<file path="src/rtl/alu_mdu_control_if.sv">
// EX-stage bundle between the pipeline and the ALU-control / multiply-divide block.
// The master side drives the decoded instruction and operands. The slave side returns the control code, stall and result.
interface alu_mdu_control_if #(
    parameter int XLEN = 32
);
    logic            valid_in;
    logic            flush;
    logic [1:0]      ALUOp;
    logic [2:0]      funct3;
    logic [6:0]      funct7;
    logic [XLEN-1:0] op_a;
    logic [XLEN-1:0] op_b;
    logic [3:0]      alu_control;
    logic            is_mdu;
    logic            stall;
    logic [XLEN-1:0] mdu_result;
    logic            mdu_valid;

    modport master (
        output valid_in, flush, ALUOp, funct3, funct7, op_a, op_b,
        input  alu_control, is_mdu, stall, mdu_result, mdu_valid
    );

    modport slave (
        input  valid_in, flush, ALUOp, funct3, funct7, op_a, op_b,
        output alu_control, is_mdu, stall, mdu_result, mdu_valid
    );
endinterface

</file>
<file path="src/rtl/alu_mdu_control.sv">
// RV32 ALU-control decoder plus an iterative M-extension unit (shift-add multiply, restoring divide).
// Latency: decode is combinational. An M-op takes XLEN+1 edges to DONE, or 1 edge for divide special cases.
// Backpressure: stall holds IF/ID/EX from accept until DONE.
module alu_mdu_control #(
    parameter int XLEN     = 32,
    parameter bit ENABLE_M = 1'b1,
    parameter int CNT_W    = $clog2(XLEN) + 1
) (
    input  logic              clk,
    input  logic              rst_n,
    alu_mdu_control_if.slave  bus
);
    typedef enum logic [1:0] {IDLE, MUL, DIV, DONE} state_t;

    localparam logic [XLEN-1:0] MIN_NEG = {1'b1, {(XLEN-1){1'b0}}};

    state_t            state, state_nxt;
    logic [CNT_W-1:0]  cnt;
    logic [2*XLEN-1:0] acc, acc_nxt;
    logic [XLEN-1:0]   opb_q;
    logic [2:0]        fn3_q;
    logic              neg_q;

    logic              accept, special, last_iter;
    logic              sgn_a, sgn_b, div_zero, div_ovf;
    logic [XLEN-1:0]   abs_a, abs_b, special_res;
    logic [XLEN:0]     mul_sum, div_hi;
    logic [XLEN-1:0]   div_diff;
    logic              div_ge;
    logic [2*XLEN-1:0] prod_fix;
    logic [XLEN-1:0]   q_raw, r_raw, final_res;

    // ALU-control decode; M-ops park the ALU on ADD since its result is not used
    always_comb begin
        bus.is_mdu      = ENABLE_M && (bus.ALUOp == 2'b10) && (bus.funct7 == 7'b0000001);
        bus.alu_control = 4'b0000;
        case (bus.ALUOp)
            2'b00: bus.alu_control = 4'b0010;
            2'b01: begin
                case (bus.funct3)
                    3'b000, 3'b001: bus.alu_control = 4'b0110;
                    3'b100, 3'b101: bus.alu_control = 4'b0111;
                    3'b110, 3'b111: bus.alu_control = 4'b1010;
                    default:        bus.alu_control = 4'b0000;
                endcase
            end
            2'b10: begin
                if (bus.is_mdu) begin
                    bus.alu_control = 4'b0010;
                end else begin
                    case (bus.funct3)
                        3'b000:  bus.alu_control = bus.funct7[5] ? 4'b0110 : 4'b0010;
                        3'b001:  bus.alu_control = 4'b1001;
                        3'b010:  bus.alu_control = 4'b0111;
                        3'b011:  bus.alu_control = 4'b1010;
                        3'b100:  bus.alu_control = 4'b1000;
                        3'b101:  bus.alu_control = bus.funct7[5] ? 4'b1100 : 4'b1011;
                        3'b110:  bus.alu_control = 4'b0001;
                        default: bus.alu_control = 4'b0000;
                    endcase
                end
            end
            default: bus.alu_control = 4'b0000;
        endcase
    end

    // Operand conditioning at accept: MULH/MULHSU/DIV/REM see op_a as signed, MULH/DIV/REM also op_b
    always_comb begin
        sgn_a = ((bus.funct3 == 3'b001) || (bus.funct3 == 3'b010) ||
                 (bus.funct3 == 3'b100) || (bus.funct3 == 3'b110)) && bus.op_a[XLEN-1];
        sgn_b = ((bus.funct3 == 3'b001) || (bus.funct3 == 3'b100) ||
                 (bus.funct3 == 3'b110)) && bus.op_b[XLEN-1];
        abs_a = sgn_a ? -bus.op_a : bus.op_a;
        abs_b = sgn_b ? -bus.op_b : bus.op_b;

        div_zero = (bus.op_b == '0);
        div_ovf  = !bus.funct3[0] && (bus.op_a == MIN_NEG) && (bus.op_b == '1);
        special  = bus.funct3[2] && (div_zero || div_ovf);
        if (div_zero)
            special_res = bus.funct3[1] ? bus.op_a : '1;
        else
            special_res = bus.funct3[1] ? '0 : bus.op_a;

        accept = rst_n && (state == IDLE) && bus.valid_in && bus.is_mdu && !bus.flush;
    end

    // One iteration step; acc holds {partial/remainder, multiplier/quotient}
    always_comb begin
        mul_sum  = {1'b0, acc[2*XLEN-1:XLEN]} + (acc[0] ? {1'b0, opb_q} : '0);
        div_hi   = acc[2*XLEN-1:XLEN-1];
        div_ge   = (div_hi >= {1'b0, opb_q});
        div_diff = div_hi[XLEN-1:0] - opb_q;

        acc_nxt = acc;
        if (state == MUL)
            acc_nxt = {mul_sum, acc[XLEN-1:1]};
        else if (state == DIV)
            acc_nxt = {(div_ge ? div_diff : div_hi[XLEN-1:0]), acc[XLEN-2:0], div_ge};

        last_iter = (cnt == CNT_W'(XLEN - 1));

        prod_fix = neg_q ? -acc_nxt : acc_nxt;
        q_raw    = acc_nxt[XLEN-1:0];
        r_raw    = acc_nxt[2*XLEN-1:XLEN];
        case (fn3_q)
            3'b000:                 final_res = prod_fix[XLEN-1:0];
            3'b001, 3'b010, 3'b011: final_res = prod_fix[2*XLEN-1:XLEN];
            3'b100, 3'b101:         final_res = neg_q ? -q_raw : q_raw;
            default:                final_res = neg_q ? -r_raw : r_raw;
        endcase
    end

    always_comb begin
        state_nxt = state;
        case (state)
            IDLE: begin
                if (accept)
                    state_nxt = special ? DONE : (bus.funct3[2] ? DIV : MUL);
            end
            MUL, DIV: begin
                if (bus.flush)
                    state_nxt = IDLE;
                else if (last_iter)
                    state_nxt = DONE;
            end
            default: state_nxt = IDLE;
        endcase

        bus.stall     = accept || (state == MUL) || (state == DIV);
        bus.mdu_valid = (state == DONE) && !bus.flush;
    end

    always_ff @(posedge clk or negedge rst_n) begin
        if (!rst_n) begin
            state          <= IDLE;
            cnt            <= '0;
            acc            <= '0;
            opb_q          <= '0;
            fn3_q          <= '0;
            neg_q          <= 1'b0;
            bus.mdu_result <= '0;
        end else begin
            state <= state_nxt;
            if (accept) begin
                cnt   <= '0;
                fn3_q <= bus.funct3;
                acc   <= {{XLEN{1'b0}}, abs_a};
                opb_q <= abs_b;
                // remainder follows the dividend sign, everything else follows the product/quotient sign
                neg_q <= (bus.funct3[2] && bus.funct3[1]) ? sgn_a : (sgn_a ^ sgn_b);
                if (special)
                    bus.mdu_result <= special_res;
            end else if (((state == MUL) || (state == DIV)) && !bus.flush) begin
                acc <= acc_nxt;
                cnt <= cnt + CNT_W'(1);
                if (last_iter)
                    bus.mdu_result <= final_res;
            end
        end
    end
endmodule

</file>
<file path="src/flat_wrapper.sv">
// flat-port wrapper written by rule: the top's interface ports become plain ports
module alu_mdu_control_flat 
#(
    parameter int XLEN     = 32,
    parameter bit ENABLE_M = 1'b1,
    parameter int CNT_W    = $clog2(XLEN) + 1
)
  (clk, rst_n, bus_valid_in, bus_flush, bus_ALUOp, bus_funct3, bus_funct7, bus_op_a, bus_op_b, bus_alu_control, bus_is_mdu, bus_stall, bus_mdu_result, bus_mdu_valid);
  alu_mdu_control_if #(.XLEN(XLEN)) bus_i ();
  input  logic clk;
  input  logic rst_n;
  input wire logic [$bits(bus_i.valid_in)-1:0] bus_valid_in;
  input wire logic [$bits(bus_i.flush)-1:0] bus_flush;
  input wire logic [$bits(bus_i.ALUOp)-1:0] bus_ALUOp;
  input wire logic [$bits(bus_i.funct3)-1:0] bus_funct3;
  input wire logic [$bits(bus_i.funct7)-1:0] bus_funct7;
  input wire logic [$bits(bus_i.op_a)-1:0] bus_op_a;
  input wire logic [$bits(bus_i.op_b)-1:0] bus_op_b;
  output wire logic [$bits(bus_i.alu_control)-1:0] bus_alu_control;
  output wire logic [$bits(bus_i.is_mdu)-1:0] bus_is_mdu;
  output wire logic [$bits(bus_i.stall)-1:0] bus_stall;
  output wire logic [$bits(bus_i.mdu_result)-1:0] bus_mdu_result;
  output wire logic [$bits(bus_i.mdu_valid)-1:0] bus_mdu_valid;
  assign bus_i.valid_in = bus_valid_in;
  assign bus_i.flush = bus_flush;
  assign bus_i.ALUOp = bus_ALUOp;
  assign bus_i.funct3 = bus_funct3;
  assign bus_i.funct7 = bus_funct7;
  assign bus_i.op_a = bus_op_a;
  assign bus_i.op_b = bus_op_b;
  assign bus_alu_control = bus_i.alu_control;
  assign bus_is_mdu = bus_i.is_mdu;
  assign bus_stall = bus_i.stall;
  assign bus_mdu_result = bus_i.mdu_result;
  assign bus_mdu_valid = bus_i.mdu_valid;
  alu_mdu_control #(.XLEN(XLEN), .ENABLE_M(ENABLE_M), .CNT_W(CNT_W)) u_core (.clk(clk), .rst_n(rst_n), .bus(bus_i));
endmodule
</file>
<file path="config.mk">
export PLATFORM = sky130hd
export DESIGN_NAME = alu_mdu_control_flat
export DESIGN_NICKNAME = d
export VERILOG_FILES = /design/src/rtl/alu_mdu_control_if.sv /design/src/rtl/alu_mdu_control.sv /design/src/flat_wrapper.sv
export SDC_FILE = /design/constraint.sdc
export NUM_CORES = 1
export LEC_CHECK = 0
export BUFFER_PORTS_ARGS = -buffer_cell sky130_fd_sc_hd__buf_2
export CELL_PAD_IN_SITES_DETAIL_PLACEMENT = 2
export CELL_PAD_IN_SITES_GLOBAL_PLACEMENT = 2
export CORE_MARGIN = 2
export CORE_UTILIZATION = 39
export DETAILED_ROUTE_END_ITERATION = 8
export PLACE_DENSITY_LB_ADDON = 0.1
export SLEW_MARGIN = 20
export SYNTH_ARGS = -nofsm -noshare
export SYNTH_HDL_FRONTEND = slang
export SYNTH_SLANG_ARGS = --single-unit
</file>
<file path="constraint.sdc">
create_clock -name clk -period 10.4 [get_ports clk]
set_clock_uncertainty 0.05 [all_clocks]
set_input_delay 2.08 -clock clk [delete_from_list [all_inputs] [get_ports clk]]
set_output_delay 2.08 -clock clk [all_outputs]
set_load 0.02 [all_outputs]
</file>
==> summary.md <==
| Metric | Value |
|---|---|
| Die Y | approximately 210 µm |
| R2R depth | 17 |
| Multi-input gate area | approximately 0.012 mm² |
| DRC | 0 |
| Hold Crit Start | u_core.bus.mdu_result[6] |
| Pin count of the biggest net entering global routing | between 80 and 90 |
| Peak supply drop | 0.0001353 V |
| Buffer levels on the longest clock path | 2 |
| Hold Buf Count CTS | 0 |
| Synth Instances | 2225 |
| Detailed Routing Iterations Pass 1 | 6 |
| WP data required | about 11 ns |
| Layout Cells excl Fill | 2805 |
| Post-synth net total | approximately 2400 |
| Cells on Worst Hold Path | 1 |
| Netlist Area Pre-Place | 0.01608 mm² |
| Area grow syn2layout | 9.939% |
| CTS Sinks | 140 |
| Cell area after placement | 0.01712 mm² |
| Pwr per Cell Area | around 280 mW/mm² |
| FF-to-FF Start | u_core.acc[0] |
| Clk slew on worst S/H paths | around 0.070 ns |
| Row count | 74 |
| Starting Density | 0.3946 |
| Max Clk Rate | approximately 0.16 GHz |
| Root buf cell | clkbuf_16 |
| Total Negative Setup Slacks | 0 ns |
| Final hold viol count | 0 |
| Worst path arrival time | ~6.5 ns |
| Die width | 207.0 µm |
| Worst setup path class | reg -> reg |
| Outcome | complete, no violations |
| HP Class | reg -> reg |
| Gr ovfl total | 0 |
| Fin crit share | 0.5972 |
| Ys flop type | dfrtp_1 |
| Crit path from | u_core.acc[0] |
| Port buffer count | roughly 120 |
| Setup crit start kind | register |
| Asr flop ratio synth | 1.000 |
| Vias in the first global route | around 19000 |
| Initial antenna violation count | 5 |
| Seq/Total Area, Yosys | 0.2179 |
| Critical path capture point type | register |
| Clk_lat worst skew | ~0.49 ns |
| Antenna-violating nets left | 0 |
| Cell area after layout | between 0.015 and 0.02 mm² |
| Drt first-iter violations | around 1700 |
| Max Slew Vio Count | 0 |
| CTS buffer count | 17 |
| Final nets | around 2400 |
| Placer Congestion | between 0.9 and 1 |
| CTS tree | yes |
| Layout cells sized above 1 | 0.1039 |
| Ports | roughly 120 |
| Seq cells post-synth | 140 |
| Max H-tree Level | 4 |
| # fillers | 4886 |
| Yosys top cell by area | dfrtp_1 |
| Placed insts | between 2000 and 3000 |
| Worst slew pin tran | approximately 1.0 ns |
| Via count | between 15000 and 20000 |
| Die area | between 0.04 and 0.05 mm² |
| Post-Syn Area per Cell | about 7.2 µm² |
| DP Worst Slack | roughly 3.8 ns |
| Max FO, Critical Path | 16 |
| Worst reg2reg setup slack | about 4.2 ns |
| Final wirelength | a little under 80 mm |
| Synth warnings | 0 |
| Top cells by area, synth | dfrtp_1 (22%), o21ai_0 (6.5%), a21oi_1 (6.3%) |
| P_leak | 0.007020 µW |
| Core area | 0.04074 mm² |
| Cts repair resizes | 0 |
| DP Wirelength | between 60 and 70 mm |
| Gr usage total | 0.3634 |
| RSZ-0062 raised after global routing | no |
| Max Cap Viol | 0 |
| Via/cell ratio | roughly 6.6 |
| Relative slew slack | 0.2938 |
| Postcts setup bufs | 0 |
| Final setup fails | 0 |
| First-pass GRT wire length | between 100 and 150 mm |
| Tmin final | 6.211 ns |
| Seq. cell area | roughly 0.0035 mm² |
| Tot Pwr | a little under 5000 µW |
| Number of synthesized flops with an enable pin | 0 |
| Final WS setup | between 4 and 5 ns |
| Synth unique cells | 86 |
| Wire length per cell | ~28 µm |
| Area share of the leading cell type in the synthesized netlist | 0.2179 |
-- per-layer routing --
metal	routed length [µm]	global-route usage	vias to the layer above
li1	-	-	8224
met1	36450	0.5084	9406
met2	35580	0.5783	622
met3	4663	0.04927	121
met4	2214	0.1153	2
met5	13	0	-
-- final cells by class --
cell class / instances / share of cell area
sequential: 140 / 0.1983
antenna: 1 / 0.0001416
timing repair buffer: 153 / 0.04864
multi-input combinational: 1871 / 0.6675
clock inverter: 10 / 0.005310
inverter: 78 / 0.01657
tap: 532 / 0.03766
clock buffer: 20 / 0.02584
-- cell usage in the layout, fill, tap and decap left out, drive strengths merged, types with 21 or more instances in the layout --
cell type  Yosys  layout
mux2i         33      33
nor3          72      72
nand2        262     262
a211oi        63      63
buf           31     153
a21oi        202     202
inv           77      78
nor2         217     217
and2          44      44
xor2          72      72
dfrtp        140     140
xnor2         83      83
a31oi         47      47
nand3         46      46
maj3          28      28
nor4          21      21
o21ai        214     214
o31ai         27      27
nand4         27      27
or3           23      23
ha            75      75
-- state kept, by name, summed over array words and instances (netlist names) --
| signal | count |
|---|---|
| u_core.acc | 64 |
| u_core.bus.mdu_result | 32 |
| u_core.opb_q | 32 |
| u_core.fn3_q | 3 |
| u_core.cnt | 6 |
| u_core.neg_q | 1 |
| u_core.state | 2 |
-- report_power, final --
part | switching (µW) | internal (µW)
registers | 220 | 660
clock network | 278 | 338
logic | 2290 | 1080
total | 2790 | 2070
-- stage by stage --
stage          utilization  hold WS (ns)
2_1_floorplan            -        0.4132
3_3_place_gp        0.4201        0.4197
3_5_place_dp        0.4201        0.4317
4_1_cts             0.4336        0.4457
5_1_grt             0.4338        0.4707
6_report            0.4338        0.4369
-- critical path, cell delays in order, from the launching register on --
cell and delay (ns):
dfrtp_1 0.77, and2_1 0.23, ha_1 0.21, inv_1 0.07
fa_1 0.39, nor2b_1 0.20, o211ai_1 0.19, a32o_1 0.35
a21oi_1 0.26, a31oi_1 0.19, xnor2_1 0.20, a221oi_2 0.56
nand3_1 0.37, nor4_2 0.81, nand3_1 0.31, or4_1 0.60
a41oi_1 0.25, a21oi_1 0.09
-- logic make-up (layout without fill, tap and decap cells) --
group | Yosys count | in the layout | share of synthesized area
other | 0 | 1 | 0
buffers and inverters | 214 | 261 | 0.05121
xor gates and xnor gates | 155 | 155 | 0.08445
and+or+nand+nor | 810 | 810 | 0.2400
DFF | 140 | 140 | 0.2179
muxes | 53 | 53 | 0.03456
adders and majority gates | 105 | 105 | 0.07830
AOI/OAI and AO/OA | 748 | 748 | 0.2936
-- worst paths after layout --
check	to
setup reg to reg	u_core.bus.mdu_result[29]
hold reg to reg	u_core.bus.mdu_result[6]
min in group asynchronous	u_core.acc[1]
hold / removal	u_core.bus.mdu_result[6]
max in group asynchronous	u_core.neg_q
setup / recovery	u_core.bus.mdu_result[29]
-- cell usage after synthesis, drive strengths merged (9+ instances only) --
cell type,number
xnor2,83
inv,77
nand3,46
or3,23
buf,31
mux2i,33
nor3,72
and2,44
a211oi,63
ha,75
dfrtp,140
a221oi,18
o31ai,27
nand2,262
o31a,9
o21a,18
and3,16
a22oi,14
o21ai,214
maj3,28
nor4,21
or4,9
nor2b,11
o211ai,20
xor2,72
mux2,20
a21oi,202
a31oi,47
nand4,27
clkbuf,105
a21o,17
nor2,217
nand2b,19
Power figures use the tool's default switching activity.
